<file path="src/rtl/input_v_sweep_ctrl.sv">
// Arbitrates the shared input-voltage buffer between exchange-side write sweeps and
// solver-side read sweeps, tagging returned read data with its slot index.
module input_v_sweep_ctrl #(
  parameter int unsigned ADDR_WIDTH = 4,
  parameter int unsigned N_ENTRY    = 10,
  parameter int unsigned INI_ADDR   = 0,
  parameter int unsigned STEP_CYC   = 2,
  parameter int unsigned RD_LAT     = 2
) (
  input  logic                  i_clk,
  input  logic                  i_rst,
  input  logic                  i_sta,
  input  logic                  i_exch_sig,
  output logic [ADDR_WIDTH-1:0] o_mem_addr,
  output logic                  o_mem_en,
  output logic                  o_mem_we,
  output logic                  o_rd_valid,
  output logic [ADDR_WIDTH-1:0] o_rd_idx,
  output logic                  o_wr_done,
  output logic                  o_rd_done,
  output logic                  o_overrun,
  output logic                  o_busy
);

  localparam int unsigned AW   = ADDR_WIDTH;
  localparam int unsigned CMAX = (STEP_CYC > RD_LAT) ? STEP_CYC : RD_LAT;
  localparam int unsigned CW   = $clog2(CMAX + 1);

  typedef enum logic [1:0] {S_IDLE, S_WR, S_RD, S_DRAIN} state_t;

  state_t          r_state, w_state_nxt;
  logic [AW-1:0]   r_k, w_k_nxt;
  logic [CW-1:0]   r_c, w_c_nxt;
  logic            r_wr_pend, r_rd_pend;
  logic            w_clr_wr, w_clr_rd;
  logic            w_step_last, w_sweep_last;
  logic            w_active_nxt, w_en_nxt, w_we_nxt, w_wr_done_nxt, w_rd_done_nxt, w_busy_nxt;
  logic [AW-1:0]   w_addr_nxt;
  logic            w_wr_pend_kept, w_rd_pend_kept, w_overrun_nxt;
  logic [RD_LAT-1:0] r_pipe_v;
  logic [AW-1:0]   r_pipe_idx [RD_LAT];

  assign w_step_last  = (r_c == CW'(STEP_CYC - 1));
  assign w_sweep_last = w_step_last && (r_k == AW'(N_ENTRY - 1));

  // State and sweep counters
  always_ff @(posedge i_clk) begin
    if (i_rst) begin
      r_state <= S_IDLE;
      r_k     <= '0;
      r_c     <= '0;
    end else begin
      r_state <= w_state_nxt;
      r_k     <= w_k_nxt;
      r_c     <= w_c_nxt;
    end
  end

  // Next state: write wins over read so the solver sees the freshest samples
  always_comb begin
    w_state_nxt = r_state;
    w_k_nxt     = r_k;
    w_c_nxt     = r_c;
    w_clr_wr    = 1'b0;
    w_clr_rd    = 1'b0;
    case (r_state)
      S_IDLE: begin
        w_k_nxt = '0;
        w_c_nxt = '0;
        if (r_wr_pend) begin
          w_state_nxt = S_WR;
          w_clr_wr    = 1'b1;
        end else if (r_rd_pend) begin
          w_state_nxt = S_RD;
          w_clr_rd    = 1'b1;
        end
      end
      S_WR, S_RD: begin
        if (w_sweep_last) begin
          w_state_nxt = (r_state == S_WR) ? S_IDLE : S_DRAIN;
          w_k_nxt     = '0;
          w_c_nxt     = '0;
        end else if (w_step_last) begin
          w_k_nxt = r_k + AW'(1);
          w_c_nxt = '0;
        end else begin
          w_c_nxt = r_c + CW'(1);
        end
      end
      S_DRAIN: begin
        // RD_LAT clocks after the sweep guarantees the last read has left the pipe
        if (r_c == CW'(RD_LAT - 1)) begin
          w_state_nxt = S_IDLE;
          w_c_nxt     = '0;
        end else begin
          w_c_nxt = r_c + CW'(1);
        end
      end
      default: w_state_nxt = S_IDLE;
    endcase
  end

  // Output decode from the state being entered, so registered outputs align with it
  always_comb begin
    w_active_nxt   = (w_state_nxt == S_WR) || (w_state_nxt == S_RD);
    w_en_nxt       = w_active_nxt && (w_c_nxt == '0);
    w_we_nxt       = w_en_nxt && (w_state_nxt == S_WR);
    w_addr_nxt     = w_active_nxt ? (AW'(INI_ADDR) + w_k_nxt) : o_mem_addr;
    w_wr_done_nxt  = (r_state == S_WR) && (w_state_nxt == S_IDLE);
    w_rd_done_nxt  = (r_state == S_DRAIN) && (w_state_nxt == S_IDLE);
    w_busy_nxt     = (w_state_nxt != S_IDLE);
    w_wr_pend_kept = r_wr_pend && !w_clr_wr;
    w_rd_pend_kept = r_rd_pend && !w_clr_rd;
    w_overrun_nxt  = (i_sta && w_rd_pend_kept) || (i_exch_sig && w_wr_pend_kept);
  end

  // Registered outputs, request flags and read-tag pipe
  always_ff @(posedge i_clk) begin
    if (i_rst) begin
      o_mem_addr <= AW'(INI_ADDR);
      o_mem_en   <= 1'b0;
      o_mem_we   <= 1'b0;
      o_wr_done  <= 1'b0;
      o_rd_done  <= 1'b0;
      o_overrun  <= 1'b0;
      o_busy     <= 1'b0;
      r_wr_pend  <= 1'b0;
      r_rd_pend  <= 1'b0;
      r_pipe_v   <= '0;
      for (int i = 0; i < RD_LAT; i++) r_pipe_idx[i] <= '0;
    end else begin
      o_mem_addr <= w_addr_nxt;
      o_mem_en   <= w_en_nxt;
      o_mem_we   <= w_we_nxt;
      o_wr_done  <= w_wr_done_nxt;
      o_rd_done  <= w_rd_done_nxt;
      o_overrun  <= w_overrun_nxt;
      o_busy     <= w_busy_nxt;
      r_wr_pend  <= w_wr_pend_kept || i_exch_sig;
      r_rd_pend  <= w_rd_pend_kept || i_sta;
      r_pipe_v[0]   <= o_mem_en && !o_mem_we;
      r_pipe_idx[0] <= (o_mem_en && !o_mem_we) ? (o_mem_addr - AW'(INI_ADDR)) : '0;
      for (int i = 1; i < RD_LAT; i++) begin
        r_pipe_v[i]   <= r_pipe_v[i-1];
        r_pipe_idx[i] <= r_pipe_idx[i-1];
      end
    end
  end

  assign o_rd_valid = r_pipe_v[RD_LAT-1];
  assign o_rd_idx   = r_pipe_idx[RD_LAT-1];

endmodule

</file>
<file path="config.mk">
export PLATFORM = sky130hd
export DESIGN_NAME = input_v_sweep_ctrl
export DESIGN_NICKNAME = d
export VERILOG_FILES = /design/src/rtl/input_v_sweep_ctrl.sv
export SDC_FILE = /design/constraint.sdc
export NUM_CORES = 1
export LEC_CHECK = 0
export ABC_AREA = 1
export CORE_UTILIZATION = 51
export DETAILED_ROUTE_END_ITERATION = 10
export PLACE_DENSITY = 0.85
export SETUP_SLACK_MARGIN = 0.2
export SYNTH_ARGS = -nofsm -noshare
export SYNTH_HDL_FRONTEND = slang
export SYNTH_SLANG_ARGS = --single-unit
</file>
<file path="constraint.sdc">
create_clock -name i_clk -period 2.1 [get_ports i_clk]
set_input_delay 0.42 -clock i_clk [delete_from_list [all_inputs] [get_ports i_clk]]
set_output_delay 0.42 -clock i_clk [all_outputs]
set_load 0.005 [all_outputs]
</file>
# Yosys cells after proc, flatten, opt, wreduce, memory -nomap -nowiden
# Memory sizes are Yosys's and may differ from the RTL's.
# Cells that the tools add are included.
# word_totals
ff_bits,22
rom_bits,0
out_inout_bits,15
word_cells,70
memories,1
latch_bits,0
in_bits,4
ram_bits,8
# memory_table
name,words,word_bits,read_ports,rd_ports_with_merged_regs,wr,line_no,rtl
r_pipe_idx,2,4,2,0,2,41,logic [AW-1:0] r_pipe_idx [RD_LAT];
# classes
n_addsub,2
multipliers,0
n_div,0
n_bitwise,2
reduce_logical,22
order_cmp,0
shifts,0
eq_ne,7
muxes,23
# ops
op,n
4-bit two-way mux,5
2-bit two-way mux,7
2-bit case mux with 3 select lines,2
1-bit logical AND,10
1-bit two-way mux,8
4-bit case mux with 2 select lines,1
2-bit by 1-bit equality test with 1-bit output (second input constant),3
2-bit equality test (second input constant),3
2-bit zero test,3
4-bit by 1-bit adder with 4-bit output (second input constant),1
4-bit equality test (second input constant),1
1-bit logical OR,4
1-bit zero test,3
2-bit by 1-bit adder with 2-bit output (second input constant),1
1-bit OR,2
2-bit nonzero test,1
2-bit OR reduction,1

# Logic depth before layout (Yosys ltp)
# Gate-level depths: netlist of the first run.
# depth
word_depth,8
depth_mapped,15
mapped_depth_nobuf,15

# Worst setup path before layout of the first run
# Ideal clock, no wire load.
# synth_path
path_kind,flip-flop to flip-flop
startpoint,register r_state[0]
endpoint,register o_mem_we
arrival_time_ps,1821
n_path_buf,0
stages_incl_launch_ff,13
synth_period_minus_slack_ps,1893
setup_time_ps,73
slack_ps,207
required_time_ps,2027
cell_sequence,dfxtp_1 -> inv_1 -> ha_1 -> inv_1 -> nor2_1 -> a21oi_1 -> nand2_1 -> nand2_2 -> inv_1 -> ha_1 -> inv_1 -> nand2_1 -> nor3b_2
# synth_via
elab_chain_cells,8
elab_cells_between_ends,18
cone_classes,eq/ne: 5; mux: 7; reduce/logical: 6
# synth_lines
element,line_no,rtl
"start, declared",31,"state_t r_state, w_state_nxt;"
"start signal, assigned",53,r_state <= w_state_nxt;
2-bit by 1-bit equality test with 1-bit output,"66, 80",
2-bit two-way mux,80,w_state_nxt = (r_state == S_WR) ? S_IDLE : S_DRAIN;
2-bit two-way mux,79,if (w_sweep_last) begin
2-bit case mux with 3 select lines (*),66,case (r_state)
named net w_state_nxt[0],31,
2-bit by 1-bit equality test with 1-bit output or 2-bit equality test (tied branches),"105, 107",
1-bit logical OR,105,w_active_nxt = (w_state_nxt == S_WR) || (w_state_nxt == S_RD);
1-bit logical AND,106,w_en_nxt = w_active_nxt && (w_c_nxt == '0);
1-bit logical AND (*),107,w_we_nxt = w_en_nxt && (w_state_nxt == S_WR);
"end signal, assigned",134,o_mem_we <= w_we_nxt;
"end, declared",16,"output logic o_mem_we,"
# Mark *: on every way through the listed nets, which the timed path passes. The rest lies on a longest branch.
# A chain may end at the register's enable or synchronous reset.

# Worst setup path in the final report of the first run
# layout_path
startpoint,register r_k[1]
endpoint,register o_mem_addr[1]
# layout_via
elab_chain_cells,6
elab_cells_between_ends,11
cone_classes,add/sub: 1; eq/ne: 3; mux: 5; reduce/logical: 2
# layout_lines
element,line_no,rtl
"start, declared",32,"logic [AW-1:0] r_k, w_k_nxt;"
"start signal, assigned",54,r_k <= w_k_nxt;
4-bit equality test (*),44,assign w_sweep_last = w_step_last && (r_k == AW'(N_ENTRY - 1));
1-bit logical AND (*),44,
2-bit two-way mux (*),79,
2-bit case mux with 3 select lines (*),66,
named net w_state_nxt[0],31,
2-bit by 1-bit equality test with 1-bit output or 2-bit equality test (tied branches),105,
1-bit logical OR (*),105,
"end signal, assigned",120,o_mem_addr <= AW'(INI_ADDR);
"end signal, assigned",132,o_mem_addr <= w_addr_nxt;
"end, declared",14,"output logic [ADDR_WIDTH-1:0] o_mem_addr,"
# Marked as above.

==> summary.txt, run 1 <==
Die
  – Overall die height: 51.21 µm
  – Core area: 2255 µm²
  – Die area: 2622 µm²
  – Initial Util: 54.77%
  – # IOs: 19
  – Row count: 17
  – Die width: 51.21 µm

Power and ir drop
  – Total power: 1.890 mW
  – Lkg Pwr: 0.6944 nW
  – Power density cells: 1147 nW/µm²
  – Peak VDD IR: 0.0009128 V

Logic synthesis
  – Seq/Total Area, Yosys: 48.63%
  – Synth top area share: 48.63%
  – Ranking of synthesized cells by area: dfxtp_1 49%, ha_1 8.1%, inv_1 7.9%
  – Syn Nets: 165
  – Ys Warns: 0
  – Netlist cell types: 20
  – Synthesized flop and latch total: 30
  – Synthesized area: 1235 µm²
  – Dominant cell type by area after synthesis: dfxtp_1
  – Mapped Cells: 153
  – Mean Syn Cell Area: 8.071 µm²

Global routing
  – First-pass GRT wire length: 4146 µm
  – Antenna violations before repair: 0
  – Global Route Usage Sum: 22.04%
  – Grt total ovfl: 0
  – Vias in the first global route: 1,018
  – Largest net degree at the start of global routing: 14

Route
  – DR iter-0 viols: 19
  – DRT Wirelength: 2507 µm
  – DRC Markers: 0
  – Post-route ant nets: 0
  – Pre-antenna DRT Iters: 4
  – WL/cell: 12.00 µm
  – Vias per inst: 4.818
  – Vias: 1,007

Worst setup path
  – Critical Path Start Type: flop
  – CP Class: reg2reg
  – WP data required: 2.36 ns
  – Largest fanout on the critical path: 8
  – Data arrival, critical path: 2.11 ns
  – Crit. End Element: flop

Placement
  – Global placement routability congestion: 0.9377
  – HPWL after detailed placement: 1721 µm
  – Placed cell count: 197
  – Port bufs: 18

Cells and area
  – Non-filler instance count after layout: 209
  – Area of the multi-input gates: 539.3 µm²
  – N_diodes: 0
  – # fillers: 161
  – Final core utilization: 73.09%
  – Synth-to-layout area growth: 33.43%
  – Final nets: 192
  – Share of layout cells above drive strength 1: 25.97%
  – Register area: 608.1 µm²

STA
  – Period utilisation layout: 87.92%
  – Final Hold Violating Endpoints: 0
  – Slew Viols, Final: 0
  – Final setup vio count: 0
  – Clock Skew: 0.007869 ns
  – Post-route setup TNS: 0 ns
  – Min Tclk post-route: 1.846 ns
  – Relative slew slack: 75.14%
  – Worst-margin pin slew: 0.3718 ns
  – Fmax: 0.5416 GHz
  – RSZ-0062 raised after global routing: yes

CTS
  – Total number of H-tree levels: 2
  – TritonCTS Sinks: 30
  – Clock Latency Late Sink: 0.33 ns
  – CTS tree: done
  – Clk buf depth: 2
  – Clock Pin Slew Worst Setup and Hold Paths: 0.09 ns
  – Clock Tree Root: clkbuf_4
  – Cts bufs inserted: 5

Outcome
  – Outcome: completed

Worst hold path
  – Worst hold path class: reg2reg

Flow run
  – Max-Cap Viols: 0
## placed cells by master, fill, tap and decap left out, types with 4 or more instances in the layout
cell and count:
nand3_1 6, nand2_2 6, ha_1 5, clkdlybuf4s50_1 18, dfxtp_1 26, nor2_1 25, buf_4 8, a21oi_1 5
inv_2 8, nand2_1 18, inv_1 20, o21ai_1 4, clkbuf_4 5
## worst max-delay path, cell delays in order, from the launching register on
cell and delay, ns:
dfxtp_2 0.35, inv_2 0.08, ha_4 0.13, nand2_2 0.06, inv_2 0.06, nand3_2 0.08, nand2_2 0.09, nand2_1 0.05
nand2_1 0.07, nand2_1 0.07, nand2_2 0.10, inv_2 0.06, ha_4 0.28, inv_6 0.04, buf_4 0.13, a21oi_1 0.13
## synth_stat cells (all sizes together)
master,n
dfxtp,30
inv,29
nor2,28
nand2,24
ha,8
nand3,8
a21oi,7
o21ai,7
buf,4
nor3,3
clkbuf,2
nand4,1
nor3b,1
o211ai,1
## cell type report
| cell class | count | share of cell area [%] |
|---|---|---|
| sequential | 30 | 36.90 |
| multi-input combinational | 88 | 32.73 |
| timing repair buffer | 26 | 14.58 |
| inverter | 29 | 6.910 |
| clock inverter | 2 | 3.645 |
| clock buffer | 6 | 3.113 |
| tap | 28 | 2.126 |
## path summary, 6_finish.rpt
check | cells after the start | start | slack [ns] | to
setup / recovery | 15 | r_k[1]$_SDFF_PP0_ | 0.25 | o_mem_addr[1]$_SDFFE_PP0P_
hold / removal | 2 | r_pipe_idx[0][3]$_SDFF_PP0_ | 0.41 | r_pipe_idx[0][7]$_SDFF_PP0_
setup reg to reg | 15 | r_k[1]$_SDFF_PP0_ | 0.25 | o_mem_addr[1]$_SDFFE_PP0P_
hold reg to reg | 2 | r_pipe_idx[0][3]$_SDFF_PP0_ | 0.41 | r_pipe_idx[0][7]$_SDFF_PP0_
## metrics by stage
step           area (µm²)  setup slack (ns)  hold WS [ns]
4_1_cts              1582            0.2082        0.4069
2_1_floorplan        1235            0.2068        0.3883
6_report             1648            0.2536        0.4066
3_5_place_dp         1443           0.05992        0.3940
3_3_place_gp         1443            0.2196        0.3898
5_1_grt              1648            0.1372        0.4289
## sequential cells by signal (all words and copies together) (netlist names), 2 cells and up
register and cells:
o_mem_addr 4, r_c 2, r_k 4, r_pipe_idx 8, r_pipe_v 2, r_state 2
## metal layers
layer  vias up  track usage, %  wire, µm
li1        516               -         -
met1       462           21.44      1041
met2        22           40.57      1324
met3         7           8.929       106
met4         0           9.459        35
met5         -               0         0
## repair_timing
item                       in CTS  in global routing
setup buffers                   2                  2
gates resized for setup         3                 22
pin swaps                       0                  5
setup endpoints to repair       6                  6
hold buffers                    0                  0
## cells by family after synthesis
logic type                 Yosys count  synth area share, %
buffers and inverters               35                11.85
adders and majority gates            8                8.106
AOI/OAI and AO/OA                   15                6.586
DFF                                 30                48.63
and+or+nand+nor                     65                24.82
## report_power, final
part | internal (mW) | switching (mW)
Combinational | 0.294 | 0.294
Clock | 0.403 | 0.201
Sequential | 0.651 | 0.0471
Total | 1.35 | 0.542
(Power assumes the default switching activity.)
==> run 2: changes to the inputs <==
Settings changed: GPL_TIMING_DRIVEN from default to 0.
==> summary.txt, run 2 (same netlist as run 1, synthesis figures left out) <==
Worst setup path
  – Top delay family on crit path: adder cells
  – Critical Path Start Type: flop
  – Crit. End Element: flop
  – CP Class: reg2reg
  – CP endpoint: o_mem_addr[3]$_SDFFE_PP0P_
  – WP data required: 2.32 ns
  – Cell chain of the critical path: inv_2 -> ha_4 -> inv_1 -> nor2_1 -> a21oi_1 -> nand2_1 -> nand2_2 -> inv_1 -> ha_4 -> inv_4 -> o21ai_1 -> a21oi_2
  – Slowest stage delay, CP: 0.38 ns
  – Levels on crit path: 12
  – Reg-to-reg slack, setup: 0.23 ns
  – R2r worst-path depth: 12
  – Slowest CP cell: dfxtp_2
  – Largest fanout on the critical path: 5
  – Worst flop-to-flop path startpoint: r_state[0]$_SDFF_PP0_
  – Data arrival, critical path: 2.09 ns
  – Buf/Inv on CP: 4
  – Worst setup path start: r_state[0]$_SDFF_PP0_
  – FF-to-FF End: o_mem_addr[3]$_SDFFE_PP0P_

STA
  – Min Tclk post-route: 1.870 ns
  – RSZ-0062 raised after global routing: no
  – Post-route setup TNS: 0 ns
  – Period utilisation layout: 89.04%
  – Fmax: 0.5348 GHz
  – Worst-margin pin slew: 0.5212 ns
  – Relative slew slack: 65.25%
  – Clock Skew: 0.001712 ns
  – Slew Viols, Final: 0
  – Final Hold Violating Endpoints: 0
  – Final setup vio count: 0

Cells and area
  – Max reg flops: 8
  – # fillers: 161
  – Area of the multi-input gates: 543.0 µm²
  – Register area: 604.3 µm²
  – Commonest non-fill, non-tap cells in the layout: 27 x dfxtp_1, 24 x nor2_1, 21 x inv_1
  – N_diodes: 0
  – Biggest register: r_pipe_idx
  – Synth-to-layout area growth: 34.45%
  – Final nets: 195
  – Share of layout cells above drive strength 1: 26.09%
  – Regs by FF count: r_pipe_idx: 8 flops, o_mem_addr: 4 flops, r_k: 4 flops
  – Most common cell after layout, fill and taps aside: dfxtp_1

Die
  – Row count: 17
  – Initial Util: 54.77%
  – Die area: 2622 µm²
  – Core area: 2255 µm²
  – # IOs: 19
  – Overall die height: 51.21 µm
  – Die width: 51.21 µm

Global routing
  – Antenna violations before repair: 0
  – Largest net degree at the start of global routing: 11
  – First-pass GRT wire length: 4278 µm
  – Vias in the first global route: 1,015
  – Grt total ovfl: 0
  – Global Route Usage Sum: 22.84%

CTS
  – Cts bufs inserted: 5
  – Clk buf depth: 2
  – CTS tree: done
  – Clock Pin Slew Worst Setup and Hold Paths: 0.09 ns
  – TritonCTS Sinks: 30
  – Clock Latency Late Sink: 0.33 ns
  – Clock Tree Root: clkbuf_4
  – Total number of H-tree levels: 2
  – Hold buffer count at cts: 0

Worst hold path
  – Worst hold path class: reg2reg

Route
  – DRC Markers: 0
  – Post-route ant nets: 0
  – Vias per inst: 4.995
  – DR iter-0 viols: 28
  – DRT Wirelength: 2823 µm
  – Pre-antenna DRT Iters: 4
  – Vias: 1,059
  – WL/cell: 13.32 µm

Placement
  – Port bufs: 18
  – HPWL after detailed placement: 1724 µm
  – Global placement routability congestion: 0.8251

Power and ir drop
  – Lkg Pwr: 0.7011 nW
  – Total power: 1.922 mW
  – Peak VDD IR: 0.0008653 V
  – Power density cells: 1158 nW/µm²

Outcome
  – Outcome: completed

Flow run
  – Max-Cap Viols: 0
-- run 2: worst min-delay path by stage --
stage | startpoint | endpoint | slack, ns | cells past startpoint
after floorplan | r_pipe_idx[0][0]$_SDFF_PP0_ | r_pipe_idx[0][4]$_SDFF_PP0_ | 0.39 | 2
after global placement | r_pipe_v[0]$_SDFF_PP0_ | r_pipe_v[1]$_SDFF_PP0_ | 0.39 | 2
after detailed placement | r_pipe_idx[0][2]$_SDFF_PP0_ | r_pipe_idx[0][6]$_SDFF_PP0_ | 0.39 | 2
after CTS | r_pipe_idx[0][2]$_SDFF_PP0_ | r_pipe_idx[0][6]$_SDFF_PP0_ | 0.41 | 2
after global routing | r_pipe_idx[0][0]$_SDFF_PP0_ | r_pipe_idx[0][4]$_SDFF_PP0_ | 0.43 | 2
final | r_pipe_idx[0][2]$_SDFF_PP0_ | r_pipe_idx[0][6]$_SDFF_PP0_ | 0.41 | 2
-- run 2: area by class of cell --
type,count,area share (%)
Buffer,6,2.261
Clock buffer,6,3.090
Clock inverter,2,3.617
Inverter,29,6.707
Multi-Input combinational cell,88,32.71
Sequential cell,30,36.40
Tap cell,28,2.110
Timing Repair Buffer,22,12.66
Timing Repair inverter,1,0.4521
-- run 2: through the flow --
stage | cell area, µm² | setup slack (ns) | instances | hold slack, ns | util (%)
2_1_floorplan | 1235 | 0.2068 | 153 | 0.3883 | -
3_3_place_gp | 1450 | 0.07990 | 199 | 0.3884 | 64.32
3_5_place_dp | 1450 | 0.01447 | 199 | 0.3935 | 64.32
4_1_cts | 1613 | 0.2467 | 210 | 0.4069 | 71.53
5_1_grt | 1660 | 0.1377 | 212 | 0.4296 | 73.64
6_report | 1660 | 0.2302 | 212 | 0.4072 | 73.64
-- run 2: repair_timing --
| action | CTS | global route |
|---|---|---|
| gates cloned | 1 | 0 |
| buffers inserted | 2 | 2 |
| pin swaps | 0 | 2 |
| endpoints found under the setup margin | 6 | 6 |
| gates resized for setup | 8 | 17 |
-- run 2: tightest hold or removal path, delay by kind of cell, from the launching register on --
family,cells,cell delay [ns]
buffers and inverters,1,0.04
flip-flops,1,0.31
AND/OR/NAND/NOR,1,0.03
-- run 2: layer usage --
| metal | vias to the layer above | GRT usage, % | share of wire (%) |
|---|---|---|---|
| li1 | 520 | - | - |
| met3 | 6 | 6.845 | 4.7 |
| met2 | 27 | 40.57 | 56 |
| met5 | - | 0 | 0 |
| met4 | 0 | 14.41 | 1.3 |
| met1 | 506 | 23.05 | 38 |
-- run 2: report_power, final --
group | switching (mW) | internal, mW
Combinational | 0.324 | 0.285
Sequential | 0.0573 | 0.651
Clock | 0.201 | 0.403
Total | 0.582 | 1.34
==> run 3: changes to the inputs <==
Settings changed: CTS_BUF_LIST from default to sky130_fd_sc_hd__clkbuf_16.
==> summary.txt, run 3 (same netlist as run 1, synthesis figures left out) <==
STA
  – Worst-margin pin slew: 0.5269 ns
  – Fmax: 0.5144 GHz
  – Period utilisation layout: 92.57%
  – Final setup vio count: 0
  – Min Tclk post-route: 1.944 ns
  – Clock Skew: 0.002665 ns
  – Slew Viols, Final: 0
  – Post-route setup TNS: 0 ns
  – Final Hold Violating Endpoints: 0
  – RSZ-0062 raised after global routing: no
  – PnR worst setup slack: 0.1561 ns
  – Relative slew slack: 64.87%

Worst setup path
  – Largest fanout on the critical path: 5
  – Critical Path Start Type: flop
  – Worst flop-to-flop path startpoint: r_state[0]$_SDFF_PP0_
  – CP most frequent cell: nand2_1
  – Data arrival, critical path: 2.13 ns
  – Top delay family on crit path: simple AND/OR/NAND/NOR gates
  – Cell chain of the critical path: ha_1 -> nand2_1 -> nand2_1 -> nand2_1 -> nand2_1 -> nand2_2 -> inv_2 -> ha_4 -> inv_2 -> nand2_1 -> nor3b_2
  – Buf/Inv on CP: 2
  – Slowest stage delay, CP: 0.37 ns
  – Worst setup path start: r_state[0]$_SDFF_PP0_
  – Slowest CP cell: dfxtp_2
  – CP Class: reg2reg
  – WP data required: 2.29 ns
  – Crit. End Element: flop

Cells and area
  – Most common cell after layout, fill and taps aside: dfxtp_1
  – Area of the multi-input gates: 530.5 µm²
  – N_diodes: 0
  – Regs by FF count: r_pipe_idx: 8 flops, o_mem_addr: 4 flops, r_k: 4 flops
  – Biggest register: r_pipe_idx
  – Share of layout cells above drive strength 1: 23.08%
  – # fillers: 153
  – Synth-to-layout area growth: 38.20%
  – Register area: 603.1 µm²
  – Final Cell Area: 1707 µm²
  – Max reg flops: 8
  – Commonest non-fill, non-tap cells in the layout: 28 x dfxtp_1, 24 x nor2_1, 21 x inv_1
  – Final nets: 193

Global routing
  – Antenna violations before repair: 0
  – First-pass GRT wire length: 4112 µm
  – Global Route Usage Sum: 22.42%
  – Vias in the first global route: 992
  – Grt total ovfl: 0
  – Largest net degree at the start of global routing: 11

Power and ir drop
  – Power density cells: 1296 nW/µm²
  – Total power: 2.211 mW
  – Lkg Pwr: 0.7201 nW
  – Peak VDD IR: 0.001016 V

Die
  – Row count: 17
  – Die width: 51.21 µm
  – Die area: 2622 µm²
  – # IOs: 19
  – Core area: 2255 µm²
  – Initial Util: 54.77%
  – Overall die height: 51.21 µm

Flow run
  – Max-Cap Viols: 0

CTS
  – Total number of H-tree levels: 2
  – Clk buf depth: 2
  – TritonCTS Sinks: 30
  – Clock Pin Slew Worst Setup and Hold Paths: 0.05 ns
  – Cts bufs inserted: 5
  – Clock Tree Root: clkbuf_16
  – Clock Latency Late Sink: 0.27 ns
  – CTS tree: done

Route
  – WL/cell: 14.17 µm
  – DRT Wirelength: 2975 µm
  – Vias per inst: 5.014
  – DRC Markers: 0
  – Pre-antenna DRT Iters: 4
  – Post-route ant nets: 0
  – DR iter-0 viols: 24
  – Vias: 1,053

Placement
  – HPWL after detailed placement: 1724 µm
  – Global placement routability congestion: 0.8251
  – Pre-CTS setup slack: 0.01447 ns
  – Port bufs: 18
  – DP Area: 1450 µm²

Worst hold path
  – Worst Hold Launch: r_pipe_idx[0][2]$_SDFF_PP0_
  – Worst hold path class: reg2reg

Outcome
  – Outcome: completed
-- run 3: changes by cell type in the layout (fill, tap and decap cells not counted), sizes merged --
| cell | before | now |
|---|---|---|
| clkinv | 0 | 1 |
| buf | 8 | 6 |
| clkbuf | 8 | 7 |
-- run 3: final cells by class --
class                   instances  area share (%)
flip-flops and latches         30           35.34
well taps                      28           2.053
multi-input cells              88           31.08
plain buffers                   6           2.199
clock inverters                 3           3.739
repair buffers                 20           11.44
clock buffers                   5           7.331
repair inverters                1          0.4399
inverters                      29           6.378
-- run 3: through the flow --
| stage | utilization (%) | hold slack, ns | std cells |
|---|---|---|---|
| floorplan | - | 0.3883 | 153 |
| global placement | 64.32 | 0.3884 | 199 |
| detailed placement | 64.32 | 0.3935 | 199 |
| CTS | 74.31 | 0.4000 | 208 |
| global route | 75.69 | 0.4218 | 210 |
| finish | 75.69 | 0.3990 | 210 |
-- run 3: metal layers --
metal,global-route usage [%],part of all wire (%),vias up
met3,9.524,4.6,10
met2,40.35,55,35
met1,21.64,38,492
met4,11.26,2.5,0
li1,-,-,516
met5,0,0,-
-- run 3: path summary, 6_finish.rpt --
| kind | slack (ns) | depth (start not counted) | endpoint |
|---|---|---|---|
| min | 0.40 | 2 | r_pipe_idx[0][6]$_SDFF_PP0_ |
| max reg2reg | 0.16 | 11 | o_mem_we$_SDFF_PP0_ |
| max | 0.16 | 11 | o_mem_we$_SDFF_PP0_ |
| min reg2reg | 0.40 | 2 | r_pipe_idx[0][6]$_SDFF_PP0_ |
-- run 3: where the power goes --
part	internal, mW	switching [mW]
sequential	0.654	0.0585
combinational	0.272	0.313
clock	0.674	0.240
total	1.60	0.611
-- run 3: tightest hold or removal path: stages (launching register included) --
cell	delay, ns
dfxtp_1	0.29
inv_1	0.04
nor2_1	0.03
-- run 3: what timing repair did --
item / in CTS / in global routing
hold endpoints to repair: 0 / 0
pin swaps: 0 / 0
hold buffers: 0 / 0
setup buffers: 0 / 2
resized for setup: 8 / 11
cloned: 1 / 0
endpoints found under the setup margin: 6 / 6
